## src/rtl/mdu_multicycle.sv

```systemverilog
// Iterative RV32M/RV64M multiply/divide unit, one operand bit per cycle; define MDU_EARLY_OUT_EN for zero/corner early-out.
// Latency XLEN+1 cycles from start to done (1 cycle on early-out); start while busy is dropped, nothing is queued.
module mdu_multicycle #(
  parameter int XLEN = 32,
  parameter int CNTW = $clog2(XLEN) + 1
) (
  input  logic            clk,
  input  logic            reset,
  input  logic            start,
  input  logic [2:0]      funct3,
  input  logic [XLEN-1:0] srcA,
  input  logic [XLEN-1:0] srcB,
  output logic            busy,
  output logic            done,
  output logic [XLEN-1:0] result
);

  localparam logic [1:0] IDLE = 2'd0;
  localparam logic [1:0] CALC = 2'd1;
  localparam logic [1:0] DONE = 2'd2;

  logic [1:0]        state;
  logic [CNTW-1:0]   cnt;
  logic [2:0]        op;
  logic              sa, sb, dz, ov;
  logic [XLEN-1:0]   araw;
  logic [XLEN-1:0]   opd;
  logic [2*XLEN-1:0] acc, acc_nxt;

  logic              a_sgn, b_sgn, dz_in, ov_in, early;
  logic [XLEN-1:0]   a_mag, b_mag;
  logic [XLEN:0]     msum, trial;

  // Sign restoration and RISC-V corner overrides, shared by the normal and early-out paths.
  function automatic logic [XLEN-1:0] finalize(
    input logic [2:0]        f,
    input logic [2*XLEN-1:0] a,
    input logic              s_a,
    input logic              s_b,
    input logic              d_z,
    input logic              o_v,
    input logic [XLEN-1:0]   orig_a
  );
    logic [2*XLEN-1:0] prod;
    logic [XLEN-1:0]   q, r, res;
    prod = (s_a ^ s_b) ? -a : a;
    q    = (s_a ^ s_b) ? -a[XLEN-1:0] : a[XLEN-1:0];
    r    = s_a ? -a[2*XLEN-1:XLEN] : a[2*XLEN-1:XLEN];
    case (f)
      3'd0:          res = prod[XLEN-1:0];
      3'd1, 3'd2,
      3'd3:          res = prod[2*XLEN-1:XLEN];
      3'd4, 3'd5:    res = d_z ? '1 : (o_v ? orig_a : q);
      default:       res = d_z ? orig_a : (o_v ? '0 : r);
    endcase
    return res;
  endfunction

  always_comb begin
    a_sgn = srcA[XLEN-1] & (funct3 == 3'd1 || funct3 == 3'd2 || funct3 == 3'd4 || funct3 == 3'd6);
    b_sgn = srcB[XLEN-1] & (funct3 == 3'd1 || funct3 == 3'd4 || funct3 == 3'd6);
    a_mag = a_sgn ? -srcA : srcA;
    b_mag = b_sgn ? -srcB : srcB;
    dz_in = (srcB == '0);
    ov_in = (funct3 == 3'd4 || funct3 == 3'd6) &&
            (srcA == {1'b1, {(XLEN-1){1'b0}}}) && (srcB == '1);
  end

`ifdef MDU_EARLY_OUT_EN
  assign early = funct3[2] ? (dz_in | ov_in) : (srcA == '0 || srcB == '0);
`else
  assign early = 1'b0;
`endif

  // Multiply: acc = {partial product, remaining multiplier}. Divide: acc = {remainder, quotient}.
  always_comb begin
    msum  = {1'b0, acc[2*XLEN-1:XLEN]} + ({1'b0, opd} & {(XLEN+1){acc[0]}});
    trial = acc[2*XLEN-1:XLEN-1] - {1'b0, opd};
    if (op[2])
      acc_nxt = trial[XLEN] ? {acc[2*XLEN-2:0], 1'b0}
                            : {trial[XLEN-1:0], acc[XLEN-2:0], 1'b1};
    else
      acc_nxt = {msum, acc[XLEN-1:1]};
  end

  always_ff @(posedge clk or posedge reset) begin
    if (reset) begin
      state  <= IDLE;
      cnt    <= '0;
      op     <= '0;
      sa     <= 1'b0;
      sb     <= 1'b0;
      dz     <= 1'b0;
      ov     <= 1'b0;
      araw   <= '0;
      opd    <= '0;
      acc    <= '0;
      result <= '0;
    end else begin
      case (state)
        IDLE: if (start) begin
          op   <= funct3;
          sa   <= a_sgn;
          sb   <= b_sgn;
          dz   <= dz_in;
          ov   <= ov_in;
          araw <= srcA;
          cnt  <= CNTW'(XLEN);
          if (funct3[2]) begin
            acc <= {{XLEN{1'b0}}, a_mag};
            opd <= b_mag;
          end else begin
            acc <= {{XLEN{1'b0}}, b_mag};
            opd <= a_mag;
          end
          if (early) begin
            state  <= DONE;
            result <= finalize(funct3, '0, a_sgn, b_sgn, dz_in, ov_in, srcA);
          end else begin
            state <= CALC;
          end
        end
        CALC: begin
          acc <= acc_nxt;
          cnt <= cnt - 1'b1;
          if (cnt == CNTW'(1)) begin
            state  <= DONE;
            result <= finalize(op, acc_nxt, sa, sb, dz, ov, araw);
          end
        end
        DONE:    state <= IDLE;
        default: state <= IDLE;
      endcase
    end
  end

  assign busy = (state != IDLE);
  assign done = (state == DONE);

endmodule

```

## config.mk

```make
export PLATFORM = sky130hd
export DESIGN_NAME = mdu_multicycle
export DESIGN_NICKNAME = d
export VERILOG_FILES = /design/src/rtl/mdu_multicycle.sv
export SDC_FILE = /design/constraint.sdc
export NUM_CORES = 1
export LEC_CHECK = 0
export ABC_AREA = 0
export CAP_MARGIN = 10
export CORE_UTILIZATION = 45
export CTS_CLUSTER_DIAMETER = 200
export CTS_CLUSTER_SIZE = 10
export DETAILED_ROUTE_END_ITERATION = 6
export PLACE_DENSITY = 0.62
export SLEW_MARGIN = 5
export SYNTH_ARGS = -nofsm -noshare
export SYNTH_HDL_FRONTEND = slang
export SYNTH_SLANG_ARGS = --single-unit
```

## constraint.sdc

```tcl
create_clock -name clk -period 6.5 [get_ports clk]
set_input_delay 1.625 -clock clk [delete_from_list [all_inputs] [get_ports clk]]
set_output_delay 1.625 -clock clk [all_outputs]
set_load 0.005 [all_outputs]
```

=== After elaboration in Yosys (flattened, before gate mapping) ===
Index checks and enable logic that the tools add are counted.
W data, S select, Z words.

* $add $sub $neg: 8
* Eq/ne operators: 16
* Muxes and demuxes: 21
* Bitwise logic cells: 4
* Reduce and logical (&&, ||, !) cells: 19

{| class="wikitable"
|+ Operators by type and width
! operator !! count
|-
| $mux W32 || 10
|-
| $mux W64 || 4
|-
| $neg A32 Y32 || 4
|-
| $pmux W64 S2 || 1
|-
| $pmux W32 S3 || 1
|-
| $eq A32 B32 Y1 const B || 2
|-
| $neg A64 Y64 || 1
|-
| $add A32 B33 Y33 || 1
|-
| $and A32 B33 Y33 || 1
|-
| $sub A33 B32 Y33 || 1
|-
| $logic_not A32 Y1 || 1
|-
| $eq A3 B3 Y1 const B || 4
|-
| $pmux W6 S2 || 1
|-
| $eq A3 B2 Y1 const B || 3
|-
| $reduce_and A2 Y1 || 4
|-
| $eq A3 B1 Y1 const B || 2
|-
| $eq A6 B1 Y1 const B || 1
|-
| $logic_or A1 B1 Y1 || 6
|-
| $mux W6 || 1
|-
| $sub A6 B1 Y6 const B || 1
|-
| $mux W2 || 2
|-
| $ne A2 B2 Y1 const B || 2
|-
| $pmux W2 S2 || 1
|-
| $reduce_bool A2 Y1 || 2
|-
| other kinds (9) || 11
|}

* Register bits: 175
* Bits of input ports: 70
* Word-level logic and storage cells: 79

=== Depth between registers and ports, before layout ===
Gate-level depths: netlist (run 1).

* Depth after elaboration: 9
* Gate-level depth with buffers: 25

=== Worst setup path after synthesis (run 1) ===
OpenSTA, ideal clock, no wires.

* Path kind: reg-to-reg
* From: register acc[31]
* To: register result[30]
* Library setup time: 0.134 ns
* Arrival: 5.587 ns
* Data required time: 6.366 ns
* Slack: 0.779 ns
* Stages on the path, launching flop included: 26
* Buffers on the path: 1
* Path through: dfrtp_1 -> inv_1 -> ha_1 -> fa_1 -> nand2b_1 -> a21oi_1 -> o211ai_1 -> a21boi_4 -> nor3_2 -> nor2_1 -> clkbuf_1 -> nand2_1 -> o21ai_0 -> a21o_1 -> ha_1 -> nor2b_1 -> nor2b_1 -> a31oi_1 -> mux2_1 -> o22ai_2 -> nand3_2 -> or4_4 -> o41ai_2 -> xor2_1 -> a222oi_1 -> o31ai_2

* Word-level cells in the longest chain between the ends: 8
* Elaborated cells between the ends (all ways): 14

{| class="wikitable"
|+ Ends and longest elaborated chain
! element !! line !! source
|-
| start: declaration || 28 || <nowiki>logic [2*XLEN-1:0] acc, acc_nxt;</nowiki>
|-
| start signal: assignment || 110 || <nowiki>acc <= {{XLEN{1'b0}}, a_mag};</nowiki>
|-
| start signal: assignment || 113 || <nowiki>acc <= {{XLEN{1'b0}}, b_mag};</nowiki>
|-
| start signal: assignment || 124 || <nowiki>acc <= acc_nxt;</nowiki>
|-
| $sub A33 B32 Y33 || 78 || <nowiki>trial = acc[2*XLEN-1:XLEN-1] - {1'b0, opd};</nowiki>
|-
| $mux W64 || 80 || <nowiki>acc_nxt = trial[XLEN] ? {acc[2*XLEN-2:0], 1'b0}</nowiki>
|-
| $mux W64 * || 79 || <nowiki>if (op[2])</nowiki>
|-
| $neg A32 Y32, on equally long branches || 48, 47 ||
|-
| $mux W32, on equally long branches || 48, 47 ||
|-
| $mux W32, on equally long branches (2 in a row) || 54, 53 ||
|-
| $pmux W32 S3 * || 49 || <nowiki>case (f)</nowiki>
|-
| end signal: assignment || 118 || <nowiki>result <= finalize(funct3, '0, a_sgn, b_sgn, dz_in, ov_in, srcA);</nowiki>
|-
| end signal: assignment || 128 || <nowiki>result <= finalize(op, acc_nxt, sa, sb, dz, ov, araw);</nowiki>
|-
| end: declaration || 15 || <nowiki>output logic [XLEN-1:0] result</nowiki>
|}

Every way passes the cells marked *; elsewhere a longest branch is shown, timed or not.
A chain may end at the register's enable or synchronous reset.

=== Worst setup path in the final report (run 1) ===
Ends and elaborated chain as after synthesis.

==> flow_summary.json, run 1 <==
{
  "cts_setup_buffers": 0,
  "rrSetupSlack_ns": 0.31,
  "drt_iter0_drc": 1897,
  "cts-root-buf": "clkbuf_16",
  "yosysTopAreaCell": "dfrtp_1",
  "worst_path_max_delay_cell": "or4_4",
  "drive_gt1_frac": 0.0655,
  "slew_viol_final": 0,
  "drtAntennaViolNets": 0,
  "r2r_cells": 24,
  "cts_tree": "done",
  "crit_fanout": 9,
  "clock-skew-final_ns": 0.0108,
  "grt_setup_unrepaired": "false",
  "finalHoldViolCount": 0,
  "maxSlewHeadroom": 0.166,
  "tightest_slew_ns": 1.25,
  "crit_end": "result[30]",
  "drt-wirelength-per-cell_um": 27.0,
  "criticalPathCategory": "register to register",
  "start_util": 0.455,
  "max_freq_mhz": 162,
  "tns_ns": 0,
  "grt_pass1_vias": 17400,
  "fp.dieH_um": 200,
  "coreArea_um2": 38600,
  "cpPeakStageDelay_ns": 0.61,
  "synth_fp_nets": 2481,
  "ys_ff_latch": 175,
  "ys_async_sr_fraction": 1.00,
  "crit_start": "acc[31]",
  "r2r_end": "result[30]",
  "min_period_ns": 6.19,
  "final_common_cell": "nand2_1",
  "synth.top_cell.area_share": 0.249,
  "overflow": 0,
  "setup-violations-final": 0,
  "syn2layout_area_growth_pct": 12.5,
  "antenna_found_initial": 6,
  "post_cts_resized": 0,
  "required_ns": 6.87,
  "netlist_top_cells_area": "dfrtp_1 (25%), nand2_1 (7.6%), xnor2_1 (5.1%), ha_1 (5.0%), a21oi_1 (5.0%)",
  "startpoint_type": "register",
  "yosysWarnings": 0,
  "ios": 104,
  "synth-edff-count": 0,
  "wl_um": 78400,
  "route.detailed.drc": 1,
  "post-place-ws_ns": 0.475,
  "min_path_type": "register to register",
  "io_buffers": 103,
  "vias": 19000,
  "firstDrtPassIters": 7,
  "grt_pass1_wl_um": 115000,
  "reg2reg_from": "acc[31]",
  "place_area_um2": 19200,
  "h-tree-depth": 4,
  "yosysSeqAreaShare": 0.249,
  "arrival_ns": 6.56,
  "gp_congestion": 1.01,
  "cp-end-kind": "register",
  "period_share": 0.952,
  "status": "finished, violations left",
  "critPathTopFamily": "compound AO/OA/AOI/OAI gates",
  "vias_per_cell": 6.54,
  "postSynthCellCount": 2338,
  "syn-cell-area_um2": 17600,
  "design_area_um2": 19800,
  "maxCapViolations": 0,
  "cts_buffer_depth": 2,
  "grt_max_degree": 129,
  "hpwl_um": 61600,
  "cts_buffers": 17,
  "cp.depth": 24,
  "nets": 2513,
  "ys.flop_type": "dfrtp_1",
  "clk_pin_slew_worst_paths_ns": 0.07,
  "fp.dieArea_um2": 39900,
  "worst-path-buf-inv": 1,
  "grtUsageTotal": 0.398,
  "fin_ws_ns": 0.309,
  "cp_cell_sequence": "inv_1 > ha_1 > fa_1 > nand2b_1 > a21oi_1 > o211ai_1 > a21boi_4 > nor3_2 > nor2_1 > nand2_1 > o21ai_0 > a21o_1 > ha_1 > nor2b_1 > nor2b_1 > a31oi_1 > mux2_1 > o22ai_2 > nand3_2 > or4_4 > o41ai_2 > xor2_1 > a222oi_1 > o31ai_2",
  "clock_sinks": 175,
  "failed_checks": "design-rule violations",
  "avgSynthCellArea_um2": 7.53,
  "clk_latency_ns": 0.50,
  "final_cell_mix": "nand2_1 (353), a21oi_1 (177), nor2_1 (175), dfrtp_1 (174), o21ai_0 (171)",
  "rows": 72,
  "holdBufCountCts": 0,
  "synth_cell_types": 102,
  "die-width_um": 200
}
## cells in the mapped netlist (41+ instances only)
cell	instances
a21oi_1	177
and2_1	57
clkbuf_1	101
dfrtp_1	175
ha_1	71
inv_1	79
mux2i_1	46
nand2_1	354
nand3_1	63
nor2_1	177
nor3_1	60
o211ai_1	42
o21ai_0	171
o221ai_1	41
xnor2_1	102
xor2_1	81
## logic make-up (layout without fill, tap and decap cells)
group	count (synthesis)	count (layout)	share of synthesized area
buf+inv	223	268	0.0500
mux	53	53	0.0306
xor+xnor	183	183	0.0911
fa+ha+maj	73	73	0.0528
flops	175	175	0.249
compound gates	763	763	0.296
simple gates	868	868	0.230
other cells	0	2	0
## registers in the layout (all words and copies together) (netlist names)
signal  cells
acc        64
araw       32
opd        32
result     32
cnt         6
op          3
state       2
dz          1
ov          1
sa          1
sb          1
## metal layers
metal / vias up / global-route usage / wire, um
li1: 8633 / - / -
met1: 9245 / 0.530 / 33100
met2: 920 / 0.611 / 34800
met3: 177 / 0.0771 / 6560
met4: 8 / 0.208 / 3970
met5: - / 0 / 47
## worst min-delay path, cell delays in order (launching register included)
cell,delay [ns]
dfrtp_1,0.35
nand2_1,0.05
nand2_1,0.05
## how the worst min path moves through the flow
stage	startpoint	endpoint	slack (ns)	cells after the start
after CTS	ov	ov	0.48	2
after floorplan	araw[11]	araw[11]	0.44	2
final	ov	ov	0.48	2
after global routing	ov	ov	0.50	2
after detailed placement	ov	ov	0.46	2
after global placement	ov	ov	0.45	2
## final cells by class
cell class                 instances  area [um2]
antenna                            2        5.00
inverter                          79         302
timing repair buffer             157        1470
tap                              518         648
multi-input combinational       1940       12400
sequential                       175        4380
fill                            3897       18900
clock inverter                    10         125
clock buffer                      22         484
## through the flow
stage | cells | util | hold WS [ns]
after floorplan | 2338 | - | 0.439
after global placement | 2869 | 0.496 | 0.454
after detailed placement | 2869 | 0.496 | 0.460
after CTS | 2901 | 0.512 | 0.476
after global routing | 2901 | 0.512 | 0.500
final | 2903 | 0.512 | 0.479
Power of run 1 is not shown: default switching activity piles up to over one toggle a cycle in this logic, so the estimate is an artifact.
==> inputs of run 2 (changes only) <==
Settings changed: SKIP_CTS_REPAIR_TIMING set to 1.
==> results of run 2 <==
The final DEF is identical to that of run 1; final timing and power are the same.
Power of run 2 is left out for the same reason.
